<file path="src/rtl/seg_display_arbiter_pkg.sv">
// Shared types for the seven-segment display arbiter and its blink generator.
package seg_display_arbiter_pkg;

    localparam int SEG_DIGITS = 8;

    typedef logic [4:0] code_t;
    localparam code_t CHAR_BLK = 5'h1F;

    typedef struct packed {
        code_t [SEG_DIGITS-1:0] data;
        logic  [SEG_DIGITS-1:0] on;
        logic  [SEG_DIGITS-1:0] blink;
    } seg_frame_t;

    typedef enum logic [1:0] {
        S_IDLE,
        S_GRANT,
        S_MSG
    } seg_arb_state_t;

endpackage

</file>
<file path="src/rtl/seg_display_arbiter_blink.sv">
// Blink phase generator: phase toggles every HALF_CYC cycles, restart forces phase ON.
// phase_on is the phase that applies from the next edge on, so callers can register it with their data.
module seg_blink_gen #(
    parameter int HALF_CYC = 25_000_000
) (
    input  logic clk,
    input  logic rst_n,
    input  logic restart,
    output logic phase_on
);

    localparam int CW = (HALF_CYC > 1) ? $clog2(HALF_CYC) : 1;
    localparam logic [CW-1:0] LAST = CW'(HALF_CYC - 1);

    logic [CW-1:0] cnt_q;
    logic [CW-1:0] cnt_d;
    logic          phase_q;

    always_comb begin
        cnt_d    = cnt_q + 1'b1;
        phase_on = phase_q;
        if (restart) begin
            cnt_d    = '0;
            phase_on = 1'b1;
        end else if (cnt_q == LAST) begin
            cnt_d    = '0;
            phase_on = ~phase_q;
        end
    end

    always_ff @(posedge clk or negedge rst_n) begin
        if (!rst_n) begin
            cnt_q   <= '0;
            phase_q <= 1'b1;
        end else begin
            cnt_q   <= cnt_d;
            phase_q <= phase_on;
        end
    end

endmodule

</file>
<file path="src/rtl/seg_display_arbiter.sv">
// Shares the 8-digit display between NUM_REQ requesters and a message channel, with hold time and blink.
// Define SEG_ARB_RR_EN for round-robin arbitration; default is fixed priority with index 0 highest.
module seg_display_arbiter
    import seg_display_arbiter_pkg::*;
#(
    parameter int NUM_REQ        = 4,
    parameter int MIN_HOLD_CYC   = 10_000_000,
    parameter int BLINK_HALF_CYC = 25_000_000,
    parameter int MSG_CYC        = 200_000_000
) (
    input  logic                                   clk,
    input  logic                                   rst_n,
    input  logic  [NUM_REQ-1:0]                    req,
    input  code_t [NUM_REQ-1:0][SEG_DIGITS-1:0]    req_data,
    input  logic  [NUM_REQ-1:0][SEG_DIGITS-1:0]    req_on,
    input  logic  [NUM_REQ-1:0][SEG_DIGITS-1:0]    req_blink,
    input  logic                                   msg_valid,
    input  code_t [SEG_DIGITS-1:0]                 msg_data,
    output logic                                   msg_ready,
    output logic  [NUM_REQ-1:0]                    grant,
    output logic                                   msg_active,
    output code_t [SEG_DIGITS-1:0]                 display_data,
    output logic  [SEG_DIGITS-1:0]                 blink_mask
);

    localparam int IDX_W  = (NUM_REQ > 1) ? $clog2(NUM_REQ) : 1;
    localparam int HOLD_W = (MIN_HOLD_CYC > 1) ? $clog2(MIN_HOLD_CYC) : 1;
    localparam int MSG_W  = (MSG_CYC > 1) ? $clog2(MSG_CYC) : 1;
    localparam logic [HOLD_W-1:0] HOLD_LAST = HOLD_W'(MIN_HOLD_CYC - 1);
    localparam logic [MSG_W-1:0]  MSG_LAST  = MSG_W'(MSG_CYC - 1);

    seg_arb_state_t         state_q, state_d;
    logic [IDX_W-1:0]       owner_q, owner_d, winner;
    logic [HOLD_W-1:0]      hold_q, hold_d;
    logic [MSG_W-1:0]       msg_cnt_q, msg_cnt_d;
    logic [NUM_REQ-1:0]     grant_d;
    code_t [SEG_DIGITS-1:0] display_d;
    logic [SEG_DIGITS-1:0]  mask_d;
    seg_frame_t             sel;
    logic                   accept, challenger, restart, phase_on;

    assign msg_ready  = (state_q != S_MSG);
    assign msg_active = (state_q == S_MSG);
    assign accept     = msg_valid && msg_ready;

`ifdef SEG_ARB_RR_EN
    // owner_q doubles as the rotation pointer: it keeps the last owner through idle and message periods.
    always_comb begin
        logic [IDX_W-1:0] cand;
        winner     = owner_q;
        challenger = 1'b0;
        cand       = '0;
        for (int i = NUM_REQ; i >= 1; i--) begin
            cand = IDX_W'((int'(owner_q) + i) % NUM_REQ);
            if (req[cand]) winner = cand;
        end
        for (int i = 0; i < NUM_REQ; i++) begin
            if (req[i] && (IDX_W'(i) != owner_q)) challenger = 1'b1;
        end
    end
`else
    always_comb begin
        winner     = '0;
        challenger = 1'b0;
        for (int i = NUM_REQ - 1; i >= 0; i--) begin
            if (req[i]) winner = IDX_W'(i);
        end
        for (int i = 0; i < NUM_REQ; i++) begin
            if (req[i] && (i < int'(owner_q))) challenger = 1'b1;
        end
    end
`endif

    always_comb begin
        state_d   = state_q;
        owner_d   = owner_q;
        hold_d    = hold_q;
        msg_cnt_d = msg_cnt_q;
        if (accept) begin
            state_d   = S_MSG;
            msg_cnt_d = '0;
        end else begin
            unique case (state_q)
                S_IDLE: begin
                    if (|req) begin
                        state_d = S_GRANT;
                        owner_d = winner;
                        hold_d  = '0;
                    end
                end
                S_GRANT: begin
                    // A releasing owner bypasses the hold rule entirely.
                    if (!req[owner_q]) begin
                        if (|req) begin
                            owner_d = winner;
                            hold_d  = '0;
                        end else begin
                            state_d = S_IDLE;
                        end
                    end else if (hold_q == HOLD_LAST) begin
                        if (challenger) begin
                            owner_d = winner;
                            hold_d  = '0;
                        end
                    end else begin
                        hold_d = hold_q + 1'b1;
                    end
                end
                S_MSG: begin
                    if (msg_cnt_q == MSG_LAST) begin
                        if (|req) begin
                            state_d = S_GRANT;
                            owner_d = winner;
                            hold_d  = '0;
                        end else begin
                            state_d = S_IDLE;
                        end
                    end else begin
                        msg_cnt_d = msg_cnt_q + 1'b1;
                    end
                end
                default: state_d = S_IDLE;
            endcase
        end
    end

    always_comb begin
        grant_d = '0;
        if (state_d == S_GRANT) grant_d[owner_d] = 1'b1;
    end

    assign restart = accept || (grant_d != grant);

    seg_blink_gen #(
        .HALF_CYC (BLINK_HALF_CYC)
    ) u_blink (
        .clk      (clk),
        .rst_n    (rst_n),
        .restart  (restart),
        .phase_on (phase_on)
    );

    // The display registers are loaded from whoever owns the display after this edge.
    always_comb begin
        sel.data  = req_data[owner_d];
        sel.on    = req_on[owner_d];
        sel.blink = req_blink[owner_d];
        display_d = display_data;
        mask_d    = blink_mask;
        unique case (state_d)
            S_IDLE: begin
                display_d = {SEG_DIGITS{CHAR_BLK}};
                mask_d    = '0;
            end
            S_GRANT: begin
                display_d = sel.data;
                mask_d    = sel.on & ~(sel.blink & {SEG_DIGITS{~phase_on}});
            end
            S_MSG: begin
                if (accept) display_d = msg_data;
                mask_d = '1;
            end
            default: begin
                display_d = {SEG_DIGITS{CHAR_BLK}};
                mask_d    = '0;
            end
        endcase
    end

    always_ff @(posedge clk or negedge rst_n) begin
        if (!rst_n) begin
            state_q      <= S_IDLE;
            owner_q      <= IDX_W'(NUM_REQ - 1);
            hold_q       <= '0;
            msg_cnt_q    <= '0;
            grant        <= '0;
            display_data <= {SEG_DIGITS{CHAR_BLK}};
            blink_mask   <= '0;
        end else begin
            state_q      <= state_d;
            owner_q      <= owner_d;
            hold_q       <= hold_d;
            msg_cnt_q    <= msg_cnt_d;
            grant        <= grant_d;
            display_data <= display_d;
            blink_mask   <= mask_d;
        end
    end

endmodule

</file>
<file path="config.mk">
export PLATFORM = sky130hd
export DESIGN_NAME = seg_display_arbiter
export DESIGN_NICKNAME = d
export VERILOG_FILES = /design/src/rtl/seg_display_arbiter_pkg.sv /design/src/rtl/seg_display_arbiter_blink.sv /design/src/rtl/seg_display_arbiter.sv
export SDC_FILE = /design/constraint.sdc
export NUM_CORES = 1
export LEC_CHECK = 0
export CAP_MARGIN = 20
export CELL_PAD_IN_SITES_DETAIL_PLACEMENT = 0
export CELL_PAD_IN_SITES_GLOBAL_PLACEMENT = 1
export CORE_UTILIZATION = 30
export DETAILED_ROUTE_END_ITERATION = 10
export DONT_BUFFER_PORTS = 1
export PLACE_DENSITY_LB_ADDON = 0.08
export SLEW_MARGIN = 40
export SYNTH_ARGS = -nofsm -noshare
export SYNTH_HDL_FRONTEND = slang
export SYNTH_HIERARCHICAL = 1
export SYNTH_SLANG_ARGS = --single-unit
</file>
<file path="constraint.sdc">
create_clock -name clk -period 3.85 [get_ports clk]
set_input_delay 0.385 -clock clk [delete_from_list [all_inputs] [get_ports clk]]
set_output_delay 0.385 -clock clk [all_outputs]
set_load 0.05 [all_outputs]
</file>
==> flow_metrics.tcl <==
set metrics [dict create \
    cts.sinks 134 \
    reg2reg_depth 14 \
    drv_slew 0 \
    dr.pass1.iters 6 \
    hold_path.class "primary input to flip-flop" \
    clk_latency_ns 0.43 \
    timing.rr.start "owner_q[0]" \
    ctsLongestPathBuffers 2 \
    cts_tree "yes" \
    syn-num-nets 1153 \
    avgSynthCellArea_sq_um 9.577 \
    die_w_microns 169.3 \
    ant_nets 0 \
    synth-edff-count 0 \
    worst_slew_pin_slew_ns 0.7243 \
    power_density_nw_per_um2 567.9 \
    grt_max_degree 135 \
    timing.slew.headroom_pct 51.71 \
    coreArea_sq_um 27180 \
    setup_ws_ns 0.2226 \
    avgRoutedWirePerCell_microns 24.63 \
    layout-drive-gt1-share_pct 20.00 \
    hold_viol 0 \
    fmax_mhz 275.7 \
    post_dp_cell_area_sq_um 8912 \
    place_ws_ns 0.01891 \
    overflow 0 \
    holdPathEnd "display_data[30]" \
    crit_type "flip-flop to flip-flop" \
    antenna_found_initial 11 \
    netlist.area_leader.share_pct 27.11 \
    h-tree-depth 4 \
    ys_top_cells_by_area "dfrtp_1 (27%), dfstp_2 (13%), mux4_2 (11%), o21ai_0 (6.0%), nor2_1 (4.8%)" \
    route.detailed.drc 0 \
    skew_ns 0.01721 \
    gp_congestion 0.8514 \
    ys_seq_elements 134 \
    rows 60 \
    yosysSeqAreaShare_pct 40.56 \
    gr-usage-all-layers_pct 21.24 \
    min_from "msg_data[30]" \
    io_pins 325 \
    nNetsFinal 1158 \
    grt_first_pass_wirelength_mm 45.07 \
    die-area_sq_um 28670 \
    drt-total-wl_mm 31.33 \
    crit_required_ns 4.14 \
    die_h_microns 169.3 \
    cp_max_fo 6 \
    synth_warnings 6 \
    drt_iter0_drc 474 \
    setup_viol 0 \
    hold_depth 2 \
    rr_endpoint "blink_mask[6]" \
    synth.largest_area_cell "dfrtp_1" \
    syn_inst 877 \
    synthArstFlopShare_pct 100.0 \
    cp-end-kind "flip-flop" \
    clk_root_buffer_cell "clkbuf_16" \
    syn_area_sq_um 8399 \
    clkSlewWorstSetupHoldPaths_ns 0.07 \
    p_leak_nw 3.691 \
    ir_worst_vdd_mv 0.2232 \
    synth_flop_cell "dfrtp_1" \
    start_util_pct 30.91 \
    cp.arrival_ns 3.92 \
    port_buffers 0 \
    syn2layout_area_growth_pct 14.36 \
    synthDistinctLibCells 66 \
    final_area_sq_um 9605 \
    rsz0062_at_grt "false" \
    setup_tns_ns 0 \
    cap_violations 0 \
    dp_hpwl_mm 23.86 \
    finish.utilization_pct 35.35 \
    grt_pass1_vias 7090 \
    cts_buffers 17 \
    finalPower_mw 5.455 \
    startpoint_type "flip-flop" \
    period_needed_ns 3.627 \
    via_per_inst 5.710 \
    period_share_pct 94.22 \
    vias 7263 \
    outcome "finished, final reports clean" \
    rrSetupSlack_ns 0.22 \
]
## per-layer routing
metal | global-route usage [%] | vias to the layer above | routed length, microns
met2 | 34.75 | 272 | 15280
met3 | 5.900 | 40 | 2277
li1 | - | 3294 | -
met4 | 6.816 | 12 | 566
met5 | 0 | - | 80
met1 | 27.05 | 3645 | 13130
## synth_stat cells (8+ instances only)
master    number
and4_1         8
a31oi_1       49
nor2_1       108
o31ai_1       12
a21oi_1       29
clkbuf_1      32
inv_1         14
nand4_1       21
mux4_2        41
dfrtp_1       91
o21ai_0      100
or4_1         10
buf_2         11
mux2i_1       28
dfstp_2       43
or3_1          8
nand2_1       85
nand3_1       32
xor2_1        26
and3_1        13
xnor2_1        8
## power breakdown
group | internal [mW] | switching, mW
Combinational | 0.405 | 0.439
Clock | 0.949 | 0.707
Sequential | 1.89 | 1.06
## repair_timing
| action | in CTS | in global routing |
|---|---|---|
| gates cloned | 0 | 0 |
| hold buffers | 2 | 0 |
| resized for setup | 0 | 8 |
| hold endpoints to repair | 134 | 0 |
| setup endpoints to repair | 2 | 22 |
| pin swaps | 1 | 2 |
| buffers inserted | 0 | 3 |
## how the worst max path moves through the flow
stage / start / to / slack (ns) / cells past startpoint
2_1_floorplan: owner_q[0] / blink_mask[6] / 0.31 / 15
3_3_place_gp: hold_q[14] / blink_mask[6] / 0.19 / 14
3_5_place_dp: hold_q[14] / blink_mask[5] / 0.02 / 14
4_1_cts: msg_cnt_q[3] / blink_mask[5] / 0.0006 / 14
5_1_grt: owner_q[0] / blink_mask[6] / 0.02 / 14
6_report: owner_q[0] / blink_mask[6] / 0.22 / 14
## metrics by stage
stage,hold WS (ns),cells
floorplan,0.08941,877
global placement,0.09579,1226
finish,0.1788,1272
global route,0.1743,1271
CTS,0.1565,1264
detailed placement,0.09681,1230
## cells in the final DEF, fill, tap and decap left out, types with 6 or more instances in the layout
| cell type | instances |
|---|---|
| mux2i_1 | 28 |
| and3_1 | 13 |
| dfrtp_1 | 91 |
| dfstp_2 | 43 |
| o22ai_1 | 7 |
| nor3_1 | 6 |
| a31oi_1 | 49 |
| inv_1 | 14 |
| nand3_1 | 31 |
| mux4_2 | 41 |
| o31ai_1 | 11 |
| or4_1 | 10 |
| buf_4 | 33 |
| nor2_1 | 108 |
| clkbuf_16 | 18 |
| xnor2_1 | 8 |
| a21oi_1 | 29 |
| o21ai_0 | 99 |
| o22a_1 | 7 |
| and4_1 | 8 |
| nand4_1 | 21 |
| and2_1 | 6 |
| nand2_1 | 84 |
| or3_1 | 8 |
| xor2_1 | 26 |
## cells by family after synthesis
logic type | Yosys count | synth area share (%)
AO/OA/AOI/OAI | 223 | 15.79
XOR/XNOR | 34 | 3.545
adder cells (fa/ha/maj) | 5 | 0.7448
buffers and inverters | 67 | 3.694
flip-flops | 134 | 40.56
multiplexers | 71 | 14.60
AND/OR/NAND/NOR | 343 | 21.06
## final cells by class
class	instances	area, sq um
clock inverter	13	131.4
timing repair buffer	38	336.6
inverter	15	57.56
multi-input combinational	676	4741
tap	372	465.4
clock buffer	19	454.2
sequential	134	3407
fill	2784	17570
antenna	5	12.51
## state kept, by name, indices dropped and copies added (netlist names)
signal	count
state_q	2
u_blink/phase_q	1
u_blink/cnt_q	25
msg_cnt_q	28
grant	4
hold_q	24
owner_q	2
display_data	40
blink_mask	8
## critical path: stages (launching register included)
cell,delay [ns]
dfstp_2,0.58
nand2_1,0.06
a21oi_1,0.41
nand4_1,0.26
o32a_1,0.51
nand2_4,0.12
nand3_1,0.09
a221oi_1,0.35
o21ai_2,0.11
inv_1,0.13
nand3_2,0.14
nand2b_1,0.19
a41o_1,0.23
a21boi_0,0.20
o31ai_1,0.11
No activity file was read; power rests on OpenSTA's default activity.
